File: src/rtl/seg_pkg.sv
// Shared glyph table and encodings for the multiplexed seven-segment display controller.
package seg_pkg;

  typedef enum logic {
    MODE_DEC = 1'b0,
    MODE_HEX = 1'b1
  } mode_e;

  typedef enum logic [1:0] {
    CONV_IDLE,
    CONV_SHIFT,
    CONV_FINISH
  } conv_state_e;

  // Active-low patterns, bit 6..0 = a,b,c,d,e,f,g
  localparam logic [6:0] SEG_BLANK = 7'b1111111;
  localparam logic [6:0] SEG_DASH  = 7'b1111110;

  function automatic logic [6:0] glyph(input logic [3:0] d);
    case (d)
      4'h0:    glyph = 7'b0000001;
      4'h1:    glyph = 7'b1001111;
      4'h2:    glyph = 7'b0010010;
      4'h3:    glyph = 7'b0000110;
      4'h4:    glyph = 7'b1001100;
      4'h5:    glyph = 7'b0100100;
      4'h6:    glyph = 7'b0100000;
      4'h7:    glyph = 7'b0001111;
      4'h8:    glyph = 7'b0000000;
      4'h9:    glyph = 7'b0000100;
      4'hA:    glyph = 7'b0001000;
      4'hB:    glyph = 7'b1100000;
      4'hC:    glyph = 7'b0110001;
      4'hD:    glyph = 7'b1000010;
      4'hE:    glyph = 7'b0110000;
      default: glyph = 7'b0111000;
    endcase
  endfunction

endpackage

File: src/rtl/bin2bcd_seq.sv
// Sequential double-dabble converter: one bit per cycle, result valid while done=1.
module bin2bcd_seq
  import seg_pkg::*;
#(
  parameter int VALUE_W = 16,
  parameter int DIGITS  = 4
) (
  input  logic                  CLK,
  input  logic                  RST,
  input  logic                  start,
  input  logic [VALUE_W-1:0]    value,
  output logic                  busy,
  output logic                  done,
  output logic [4*DIGITS-1:0]   bcd,
  output logic                  overflow
);

  // Internal BCD width covers the full input range so overflow can be detected
  localparam int BD_RAW = (VALUE_W * 3) / 10 + 1;
  localparam int BD     = (BD_RAW > DIGITS) ? BD_RAW : DIGITS;
  localparam int CNT_W  = $clog2(VALUE_W);

  conv_state_e          state_q, state_d;
  logic [CNT_W-1:0]     cnt_q, cnt_d;
  logic [VALUE_W-1:0]   bin_q, bin_d;
  logic [4*BD-1:0]      bcd_q, bcd_d, adj;

  always_ff @(posedge CLK) begin
    if (RST) begin
      state_q <= CONV_IDLE;
      cnt_q   <= '0;
      bin_q   <= '0;
      bcd_q   <= '0;
    end else begin
      state_q <= state_d;
      cnt_q   <= cnt_d;
      bin_q   <= bin_d;
      bcd_q   <= bcd_d;
    end
  end

  always_comb begin
    state_d = state_q;
    cnt_d   = cnt_q;
    bin_d   = bin_q;
    bcd_d   = bcd_q;
    adj     = bcd_q;
    for (int k = 0; k < BD; k++) begin
      if (adj[4*k +: 4] >= 4'd5) adj[4*k +: 4] = adj[4*k +: 4] + 4'd3;
    end
    case (state_q)
      CONV_IDLE: begin
        if (start) begin
          bin_d   = value;
          bcd_d   = '0;
          cnt_d   = '0;
          state_d = CONV_SHIFT;
        end
      end
      CONV_SHIFT: begin
        {bcd_d, bin_d} = {adj[4*BD-2:0], bin_q, 1'b0};
        cnt_d = cnt_q + 1'b1;
        if (cnt_q == CNT_W'(VALUE_W - 1)) state_d = CONV_FINISH;
      end
      default: state_d = CONV_IDLE;
    endcase
  end

  assign busy = (state_q != CONV_IDLE);
  assign done = (state_q == CONV_FINISH);
  assign bcd  = bcd_q[4*DIGITS-1:0];

  generate
    if (BD > DIGITS) begin : g_ovf
      assign overflow = |bcd_q[4*BD-1:4*DIGITS];
    end else begin : g_no_ovf
      assign overflow = 1'b0;
    end
  endgenerate

endmodule

File: src/rtl/seg_display_ctrl.sv
// Captures a binary value, converts it to decimal or hex glyphs and scans them onto a multiplexed display.
module seg_display_ctrl
  import seg_pkg::*;
#(
  parameter int DIGITS         = 4,
  parameter int VALUE_W        = 16,
  parameter int REFRESH_CYCLES = 50000
) (
  input  logic                CLK,
  input  logic                RST,
  input  logic                load,
  input  logic [VALUE_W-1:0]  value,
  input  logic                mode,
  input  logic                blank_lz,
  input  logic                enable,
  output logic                busy,
  output logic                overflow,
  output logic [DIGITS-1:0]   an_n,
  output logic [6:0]          seg_n
);

  localparam int SCAN_W = $clog2(REFRESH_CYCLES);
  localparam int IDX_W  = (DIGITS > 1) ? $clog2(DIGITS) : 1;
  localparam int EXT_W  = VALUE_W + 4 * DIGITS;

  logic                 hex_pending, cap_blank, accept, start, upd;
  logic [VALUE_W-1:0]   cap_value;
  logic                 conv_busy, conv_done, conv_ovf;
  logic [4*DIGITS-1:0]  conv_bcd, src_digits;
  logic [EXT_W-1:0]     ext;
  logic                 hex_ovf, src_ovf, seen;
  logic [3:0]           dig;
  logic [6:0]           disp [DIGITS];
  logic [6:0]           new_disp [DIGITS];
  logic [6:0]           disp_d [DIGITS];
  logic [SCAN_W-1:0]    scan_q;
  logic [IDX_W-1:0]     idx_q, idx_d;

  assign busy   = hex_pending | conv_busy;
  assign accept = load & ~busy;
  assign start  = accept & (mode == MODE_DEC);
  assign upd    = hex_pending | conv_done;
  assign ext    = EXT_W'(cap_value);
  assign hex_ovf = |ext[EXT_W-1:4*DIGITS];

  bin2bcd_seq #(.VALUE_W(VALUE_W), .DIGITS(DIGITS)) u_conv (
    .CLK      (CLK),
    .RST      (RST),
    .start    (start),
    .value    (value),
    .busy     (conv_busy),
    .done     (conv_done),
    .bcd      (conv_bcd),
    .overflow (conv_ovf)
  );

  // Build the whole new glyph set at once so the display updates atomically
  always_comb begin
    src_digits = hex_pending ? ext[4*DIGITS-1:0] : conv_bcd;
    src_ovf    = hex_pending ? hex_ovf : conv_ovf;
    seen       = 1'b0;
    dig        = '0;
    for (int k = DIGITS - 1; k >= 0; k--) begin
      dig = src_digits[4*k +: 4];
      if (src_ovf)                                  new_disp[k] = SEG_DASH;
      else if (cap_blank && !seen && dig == 4'd0 && k != 0) new_disp[k] = SEG_BLANK;
      else                                          new_disp[k] = glyph(dig);
      if (dig != 4'd0) seen = 1'b1;
    end
  end

  always_ff @(posedge CLK) begin
    if (RST) begin
      hex_pending <= 1'b0;
      cap_blank   <= 1'b0;
      cap_value   <= '0;
      overflow    <= 1'b0;
      for (int k = 0; k < DIGITS; k++) disp[k] <= SEG_BLANK;
    end else begin
      hex_pending <= accept & (mode == MODE_HEX);
      if (accept) begin
        cap_value <= value;
        cap_blank <= blank_lz;
      end
      if (upd) begin
        disp     <= new_disp;
        overflow <= src_ovf;
      end
    end
  end

  // Outputs are registered from next-state values so they track index and display on the same edge
  always_comb begin
    disp_d = disp;
    if (upd) disp_d = new_disp;
    idx_d = idx_q;
    if (scan_q == SCAN_W'(REFRESH_CYCLES - 1))
      idx_d = (idx_q == IDX_W'(DIGITS - 1)) ? '0 : idx_q + 1'b1;
  end

  always_ff @(posedge CLK) begin
    if (RST) begin
      scan_q <= '0;
      idx_q  <= '0;
      an_n   <= '1;
      seg_n  <= SEG_BLANK;
    end else begin
      scan_q <= (scan_q == SCAN_W'(REFRESH_CYCLES - 1)) ? '0 : scan_q + 1'b1;
      idx_q  <= idx_d;
      an_n   <= enable ? ~(DIGITS'(1) << idx_d) : '1;
      seg_n  <= disp_d[idx_d];
    end
  end

endmodule

File: config.mk
export PLATFORM = sky130hd
export DESIGN_NAME = seg_display_ctrl
export DESIGN_NICKNAME = d
export VERILOG_FILES = /design/src/rtl/seg_pkg.sv /design/src/rtl/bin2bcd_seq.sv /design/src/rtl/seg_display_ctrl.sv
export SDC_FILE = /design/constraint.sdc
export NUM_CORES = 1
export LEC_CHECK = 0
export ABC_AREA = 1
export CORE_MARGIN = 4
export CORE_UTILIZATION = 49
export DETAILED_ROUTE_END_ITERATION = 8
export MAX_ROUTING_LAYER = met4
export PLACE_DENSITY_LB_ADDON = 0.3
export SLEW_MARGIN = 25
export SYNTH_ARGS = -nofsm -noshare
export SYNTH_HDL_FRONTEND = slang
export SYNTH_SLANG_ARGS = --single-unit
File: constraint.sdc
create_clock -name CLK -period 6.2 [get_ports CLK]
set_clock_uncertainty 0.05 [all_clocks]
set_input_delay 0.62 -clock CLK [delete_from_list [all_inputs] [get_ports CLK]]
set_output_delay 0.62 -clock CLK [all_outputs]
set_load 0.01 [all_outputs]
### Word level (Yosys, flattened, before mapping)

Memory sizes are Yosys's and may differ from the RTL's.
Index checks and enable logic that the tools add are counted.

* bits in registers: 118
* ROM bits: 448
* word-level logic and storage cells: 103
* memories kept: 4

Memory list
* (name not given): words 16, width 7, rd ports 1, clocked after memory_dff 0, write ports 0, line seg_pkg.sv:20 `case (d)`
* (name not given): words 16, width 7, rd ports 1, clocked after memory_dff 0, write ports 0, line seg_pkg.sv:20
* (name not given): words 16, width 7, rd ports 1, clocked after memory_dff 0, write ports 0, line seg_pkg.sv:20
* (name not given): words 16, width 7, rd ports 1, clocked after memory_dff 0, write ports 0, line seg_pkg.sv:20

* add/subtract/negate cells: 8
* order comparisons: 6
* equal/unequal tests: 7
* shift operators: 1
* muxes and demuxes: 31
* bitwise logic cells: 10
* reduce and logical (&&, ||, !) cells: 20

Operators with widths (number)
* 7-bit 2-to-1 mux: 9
* 20-bit case mux with 2 select lines: 1
* 16-bit 2-to-1 mux: 2
* 16-bit case mux with 2 select lines: 1
* 28-bit 2-to-1 mux: 1
* 4-bit by 3-bit >= comparator with 1-bit output, second input constant: 5
* 20-bit 2-to-1 mux: 1
* 4-bit 2-to-1 mux: 5
* 16-bit by 1-bit adder with 16-bit output, second input constant: 1
* 4-bit by 2-bit adder with 4-bit output, second input constant: 4
* 16-bit equality test, second input constant: 1
* 7-bit binary-select mux with 2-bit select: 1
* 4-bit zero test: 3
* 2-bit 2-to-1 mux: 4
* 4-bit case mux with 2 select lines: 1
* 4-bit nonzero test: 2
* 1-bit logical AND: 5
* 4-bit by 1-bit adder with 4-bit output, second input constant: 1
* 2-bit equality test, second input constant: 2
* 4-bit equality test, second input constant: 1
* 4-bit inverter: 1
* 2-bit case mux with 2 select lines: 1
* 2-bit AND reduction: 2
* 2-bit nonzero test: 2
* 17 further kinds: 26

### Longest topological paths before layout

Gate-level depths: netlist of the first run.

* word-level depth: 13
* mapped depth: 16
* gate-level depth less buffers: 15

### By module

A second synthesis of the first run with hierarchy kept.

* cell total of the unflattened synthesis: 1040
* area total of the unflattened synthesis: 6944.2 µm²

By module, submodules not included
* seg_display_ctrl: instances 1, cells each 708, area each 4619.4 µm², sequential area each 1521.5 µm²
* bin2bcd_seq: instances 1, cells each 332, area each 2324.7 µm², sequential area each 840.8 µm²

### Least setup slack after synthesis of the first run

Ideal clock, no wire load.

* path kind: flip-flop to flip-flop
* start: register hex_pending
* end: register seg_n[3]
* arrival: 1.912 ns
* required time: 6.092 ns
* setup slack: 4.180 ns
* stages on the path, launching flop included: 15
* period minus slack after synthesis: 2.020 ns
* cell sequence: dfxtp_1 -> buf_6 -> buf_6 -> o21ai_0 -> ha_1 -> nand2_1 -> inv_1 -> nand3_2 -> nand2_1 -> inv_2 -> nand3_1 -> nand2_1 -> a21oi_1 -> nand2_1 -> nand2_1

* longest elaborated chain between the ends: 13
* elaborated cells on any way between the ends: 32

Ends and longest elaborated chain
* from (decl): line seg_display_ctrl.sv:26 `logic hex_pending, cap_blank, accept, start, upd;`
* from (signal assigned): line seg_display_ctrl.sv:80 `hex_pending <= accept & (mode == MODE_HEX);`
* 16-bit 2-to-1 mux: line seg_display_ctrl.sv:59 `src_digits = hex_pending ? ext[4*DIGITS-1:0] : conv_bcd;`
* 4-bit nonzero test: line seg_display_ctrl.sv:68 `if (dig != 4'd0) seen = 1'b1;`
* 1-bit 2-to-1 mux (2 in series): line seg_display_ctrl.sv:68
* 1-bit zero test: line seg_display_ctrl.sv:66 `else if (cap_blank && !seen && dig == 4'd0 && k != 0) new_disp[k] = SEG_BLANK;`
* 1-bit logical AND (2 in series): line seg_display_ctrl.sv:66
* 7-bit 2-to-1 mux: line seg_display_ctrl.sv:66
* 7-bit 2-to-1 mux: line seg_display_ctrl.sv:65 `if (src_ovf) new_disp[k] = SEG_DASH;`
* 28-bit 2-to-1 mux (*)
* 7-bit binary-select mux with 2-bit select (*): line seg_display_ctrl.sv:111 `seg_n <= disp_d[idx_d];`
* 7-bit 2-to-1 mux (implied by the code) (*) (2 in series): line seg_display_ctrl.sv:111
* to (signal assigned): line seg_display_ctrl.sv:111
* to (decl): line seg_display_ctrl.sv:19 `output logic [6:0] seg_n`

Mark *: on every way between the ends. The rest lies on a longest branch, timed or not. The select of a mux whose other input is x is not followed.
A chain may end at the register's enable or synchronous reset.

### Final worst setup path of the first run

* start: register hex_pending
* end: register u_conv.bcd_q[1]

* longest elaborated chain between the ends: 6

Ends and longest elaborated chain
* 1-bit bitwise OR: line seg_display_ctrl.sv:39 `assign busy = hex_pending | conv_busy;`
* 1-bit inverter: line seg_display_ctrl.sv:40 `assign accept = load & ~busy;`
* 1-bit bitwise AND: line seg_display_ctrl.sv:40
* 1-bit bitwise AND: line seg_display_ctrl.sv:41 `assign start = accept & (mode == MODE_DEC);`
* 2-bit inequality test (no source line)
* 2-bit AND reduction (no source line)
* to (signal assigned): line bin2bcd_seq.sv:33 `bcd_q <= '0;`
* to (signal assigned): line bin2bcd_seq.sv:38 `bcd_q <= bcd_d;`
* to (decl): line bin2bcd_seq.sv:26 `logic [4*BD-1:0] bcd_q, bcd_d, adj;`

No other way between the ends.

==> results.cfg, run 1 <==
[die]
dieHeight_um = 125
dieArea_mm2 = 0.0157
rows = 42
core-area_mm2 = 0.0133
die_x_um = 125
pin_count = 35
start_util_pct = 50.6

[cts]
hold_buffers = 0
cts.sinks = 118
cts-root-buf = clkbuf_16
cts_setup_buffers = 0
clock_latency_ps = 420
ctsResizeCount = 0
ctsHtreeMaxLevel = 4
numCtsBuffers = 17
cts_tree = yes
cts.path.max_buffers = 2
clk_pin_slew_worst_paths_ps = 60

[cells_and_area]
final_common_cell = nand2_1
layout-drive-gt1-share_pct = 11.0
fin_nets = 1067
seq_area_mm2 = 0.00236
fillers = 1256
multi_input_area_mm2 = 0.00380
layout_common_cells = nand2_1 (296), dfxtp_1 (117), nand3_1 (98)
fin_cells = 1194
syn_to_final_growth_pct = 14.0
antennaDiodeCount = 0

[timing]
setup_violations = 0
drv_slew = 0
max_freq_ghz = 0.307
setup_tns_ps = 0
final.min_clock_period_ps = 3260
fin_crit_sh_pct = 52.6
whs_ps = 397
worst_slack_ps = 2940
hold_viol = 0
worst_slew_pin_slew_ps = 939
rsz0062_at_grt = no
relSlewSlack_pct = 37.3

[worst_setup_path]
critPathKind = reg -> reg
cp-start-kind = flip-flop
rrSetupSlack_ps = 2940
cp_max_fo = 43
r2r_end = u_conv.bcd_q[1]
cp_data_arrival_time_ps = 3560
reg2reg_depth = 8
cpMaxStageDelayCell = dfxtp_2
path_common_cell = nand2_1
endpoint_kind = flip-flop
cp_cell_sequence = inv_8, nand3_2, inv_2, nand2_1, nand2_1, inv_2, nand2_1, a21oi_1
worst_ep_required_time_ps = 6500
max_stage_delay_ps = 910
r2r-start = hex_pending

[yosys]
synth_warnings = 0
ys_ff_latch = 118
synth-edff-count = 0
synth_flop_cell = dfxtp_1
ys_async_sr_fraction_pct = 0
avgSynthCellArea_um2 = 6.85
ys_seq_area_share_pct = 35.0
synth_cells = 986
netlist_area_mm2 = 0.00675
synth_cell_types = 37
syn-num-nets = 1048

[power_and_ir_drop]
power.net_switching_uw = 535
intPower_uw = 1470
vdd_drop_max_v = 0.000213
power_frac_seq_pct = 40.4
clkPwrFrac_pct = 49.4
combPwrFrac_pct = 10.2
totalPowerFinal_uw = 2010
swShare_pct = 26.6
power.density_mw_per_mm2 = 261
p_leak_uw = 0.00330

[place]
placedCellCount = 1162
dp_slack_ps = 2830
gp_congestion = 0.886
post-dp-hpwl_um = 11200
portBuffers = 34

[routing]
ant_nets = 0
vias = 6252
drt_iter0_drc = 355
via_per_inst = 5.24
route.detailed.drc = 0
dr.pass1.iters = 5
wl_per_cell_um = 13.5
wirelength_um = 16100

[worst_hold_path]
min_path_cells = 1
min_from = scan_q[0]
whs_endpoint = scan_q[0]
hp-class = reg -> reg

[global_route]
grt_pass1_wl_um = 27100
grtUsageTotal_pct = 21.5
grt_pass1_vias = 5716
antenna_found_initial = 0
gr-total-overflow = 0
grt_max_degree = 66

[job]
drv_cap = 0

[status]
status = finished, final reports clean
## how the worst max path moves through the flow
stage | to | slack (ps) | cells after the start | start
floorplan | seg_n[3] | 4180 | 14 | hex_pending
global placement | u_conv.bcd_q[4] | 2890 | 8 | load
detailed placement | u_conv.bcd_q[12] | 2830 | 8 | load
CTS | u_conv.bcd_q[1] | 2970 | 8 | hex_pending
global route | u_conv.bcd_q[9] | 2510 | 8 | hex_pending
finish | u_conv.bcd_q[1] | 2940 | 8 | hex_pending
## metal layers
layer / wire length, um / GRT usage [%] / share of wire [%]
met2: 7620 / 34.5 / 47
met5: 0 / - / 0
met3: 806 / 4.69 / 5.0
met1: 7450 / 27.2 / 46
met4: 237 / 6.51 / 1.5
## metrics by stage
stage / cell area (um2) / utilization (%)
6_report: 7700 / 57.7
5_1_grt: 7700 / 57.7
4_1_cts: 7700 / 57.7
3_5_place_dp: 7110 / 53.3
3_3_place_gp: 7110 / 53.3
2_1_floorplan: 6750 / -
## layout make-up
type | instances | share of cell area (%)
Tap cell | 176 | 2.86
Clock inverter | 13 | 1.90
Multi-Input combinational cell | 736 | 49.4
Inverter | 95 | 4.73
Sequential cell | 118 | 30.7
Timing Repair Buffer | 37 | 4.71
Clock buffer | 19 | 5.75
## logic make-up (layout without fill, tap and decap cells)
| kind of cell | after synthesis | in the layout | synth area share (%) |
|---|---|---|---|
| AO/OA/AOI/OAI | 170 | 170 | 13.8 |
| AND/OR/NAND/NOR | 521 | 521 | 34.4 |
| buffers and inverters | 132 | 164 | 8.76 |
| adder cells (fa/ha/maj) | 40 | 40 | 7.41 |
| XOR/XNOR | 5 | 5 | 0.648 |
| flip-flops | 118 | 118 | 35.0 |
## synth_stat cells, types with 5 or more instances
master | n | area share, %
nand3_1 | 98 | 7.3
or2_2 | 20 | 1.9
a21oi_1 | 68 | 5.0
o21ai_1 | 9 | 0.67
o21ai_0 | 63 | 4.7
inv_2 | 6 | 0.33
nor2_2 | 7 | 0.65
a31oi_1 | 15 | 1.4
nand2_2 | 19 | 1.8
o21ai_2 | 6 | 0.78
xor2_1 | 5 | 0.65
nand2_4 | 7 | 1.2
buf_6 | 5 | 0.83
dfxtp_1 | 118 | 35
nor2_1 | 54 | 3.0
nor3_1 | 7 | 0.52
inv_1 | 87 | 4.8
nand2_1 | 296 | 16
ha_1 | 40 | 7.4
buf_2 | 9 | 0.67
clkbuf_1 | 19 | 1.1
## flip-flops by register name, indices dropped and copies added, names as in the netlist
signal	flops
seg_n	7
idx_q	2
u_conv.bin_q	16
cap_value	16
cap_blank	1
disp	28
u_conv.bcd_q	20
u_conv.state_q	2
an_n	4
hex_pending	1
u_conv.cnt_q	4
scan_q	16
overflow	1
## worst max-delay path: cells and delay by family, from the launching register on
family / cells / cell delay, ps
buffers and inverters: 3 / 840
flip-flops: 1 / 910
AO/OA/AOI/OAI: 1 / 150
AND/OR/NAND/NOR: 4 / 1200
## power groups by stage
stage,clock network [uW],registers [uW],logic [uW]
4_1_cts,1010,812,204
5_1_grt,1040,817,230
2_1_floorplan,0,823,154
6_report,992,813,205
3_5_place_dp,0,828,203
3_3_place_gp,0,828,201
No activity file was read; power rests on OpenSTA's default activity.
==> inputs of run 2 (changes only) <==
Clock period 6.2 ns to 3.25 ns, I/O delays scaled along.
==> results.cfg, run 2 (synthesized netlist as in run 1, its figures left out) <==
[status]
status = finished, final reports clean

[power_and_ir_drop]
power.net_switching_uw = 1000
power.density_mw_per_mm2 = 517
combPwrFrac_pct = 10.1
power_frac_seq_pct = 38.4
vdd_drop_max_v = 0.000312
intPower_uw = 3030
p_leak_uw = 0.00336
clkPwrFrac_pct = 51.6
swShare_pct = 24.9

[timing]
fin_crit_sh_pct = 76.1
hold_viol = 0
setup_tns_ps = 0
final.min_clock_period_ps = 2470
drv_slew = 0
worst_slew_pin_slew_ps = 711
relSlewSlack_pct = 52.1
max_freq_ghz = 0.405
rsz0062_at_grt = no
setup_violations = 0

[cells_and_area]
antennaDiodeCount = 0
layout-drive-gt1-share_pct = 11.5
layout_common_cells = nand2_1 (296), dfxtp_1 (117), nand3_1 (98)
reg_top3 = disp: 28 flops, u_conv.bcd_q: 20 flops
fin_nets = 1072
regMostFlops = disp
largest_register_ffs = 28
final_common_cell = nand2_1
syn_to_final_growth_pct = 15.5
postLayoutCellArea_mm2 = 0.00780

[worst_setup_path]
reg2reg_depth = 13
cp.buffers_inverters = 3
r2r_end = seg_n[6]
cp_cell_sequence = buf_4, inv_8, nand2_1, clkdlybuf4s50_1
critPathKind = reg -> out
endpoint_kind = primary output
cp_max_fo = 27
cp-start-kind = flip-flop
cp_data_arrival_time_ps = 2100
r2r-start = hex_pending
crit_start = hex_pending
worst_ep_required_time_ps = 2870
endpoint = busy
cp.depth = 4
cpMaxStageDelayCell = clkdlybuf4s50_1
rrSetupSlack_ps = 790
max_stage_delay_ps = 540
path_delay_family = buffers and inverters

[cts]
cts-root-buf = clkbuf_16
cts.sinks = 118
clock_latency_ps = 410
cts_tree = yes
hold_buffers = 0
ctsResizeCount = 0
ctsHtreeMaxLevel = 4
numCtsBuffers = 17
clk_pin_slew_worst_paths_ps = 60
cts_setup_buffers = 0
cts.path.max_buffers = 2

[die]
die_x_um = 125
dieArea_mm2 = 0.0157
pin_count = 35
rows = 42
dieHeight_um = 125
start_util_pct = 50.6
core-area_mm2 = 0.0133

[routing]
ant_nets = 0
highest_layer = met4
wirelength_um = 16200
via_per_inst = 5.21
vias = 6243
route.detailed.drc = 0
wl_met2_um = 7580
drt_iter0_drc = 350
dr.pass1.iters = 5
drt-met1-wl_um = 7470
wl_per_cell_um = 13.5
wl_met3_um = 805

[place]
portBuffers = 34
placed_area_mm2 = 0.00715
gp_congestion = 0.865
post-dp-hpwl_um = 11600

[global_route]
grt_pass1_vias = 5753
grt_pass1_wl_um = 27000
gr-total-overflow = 0
grt_max_degree = 36
grtUsageTotal_pct = 21.4
antenna_found_initial = 0

[job]
drv_cap = 0

[worst_hold_path]
hp-class = reg -> reg
==> run 2: layout make-up <==
cell class                      instances  area [um2]
Clock inverter                         15         225
Multi-Input combinational cell        736        3800
Inverter                               95         364
Tap cell                              176         220
Clock buffer                           17         425
Fill cell                            1262        5550
Timing Repair Buffer                   42         400
Sequential cell                       118        2360
==> run 2: how the worst min path moves through the flow <==
stage                     startpoint   endpoint  depth (start not counted)
after CTS                  scan_q[0]  scan_q[0]                          1
after global placement     scan_q[0]  scan_q[0]                          1
after detailed placement   scan_q[0]  scan_q[0]                          1
final                      scan_q[0]  scan_q[0]                          1
after floorplan            scan_q[0]  scan_q[0]                          1
after global routing       scan_q[0]  scan_q[0]                          1
==> run 2: power groups by stage <==
stage               sequential, uW  combinational, uW  clock [uW]
floorplan                     1570                293           0
global placement              1580                397           0
detailed placement            1580                403           0
CTS                           1550                405        2100
global route                  1550                457        2170
finish                        1550                405        2080
==> run 2: through the flow <==
step                cells  setup slack, ps  utilization (%)  power (uW)  hold WS [ps]
floorplan             986             1230                -        1860           368
global placement     1167              857             53.6        1970           381
detailed placement   1167              824             53.6        1980           388
CTS                  1199              759             58.4        4060           400
global route         1199              500             58.4        4180           411
finish               1199              778             58.4        4030           399
==> run 2: layer usage <==
metal  vias up  track usage [%]
li1       3238                -
met1      2828             26.7
met2       156             33.8
met3        21             5.25
met4         0             7.65
met5         -                -
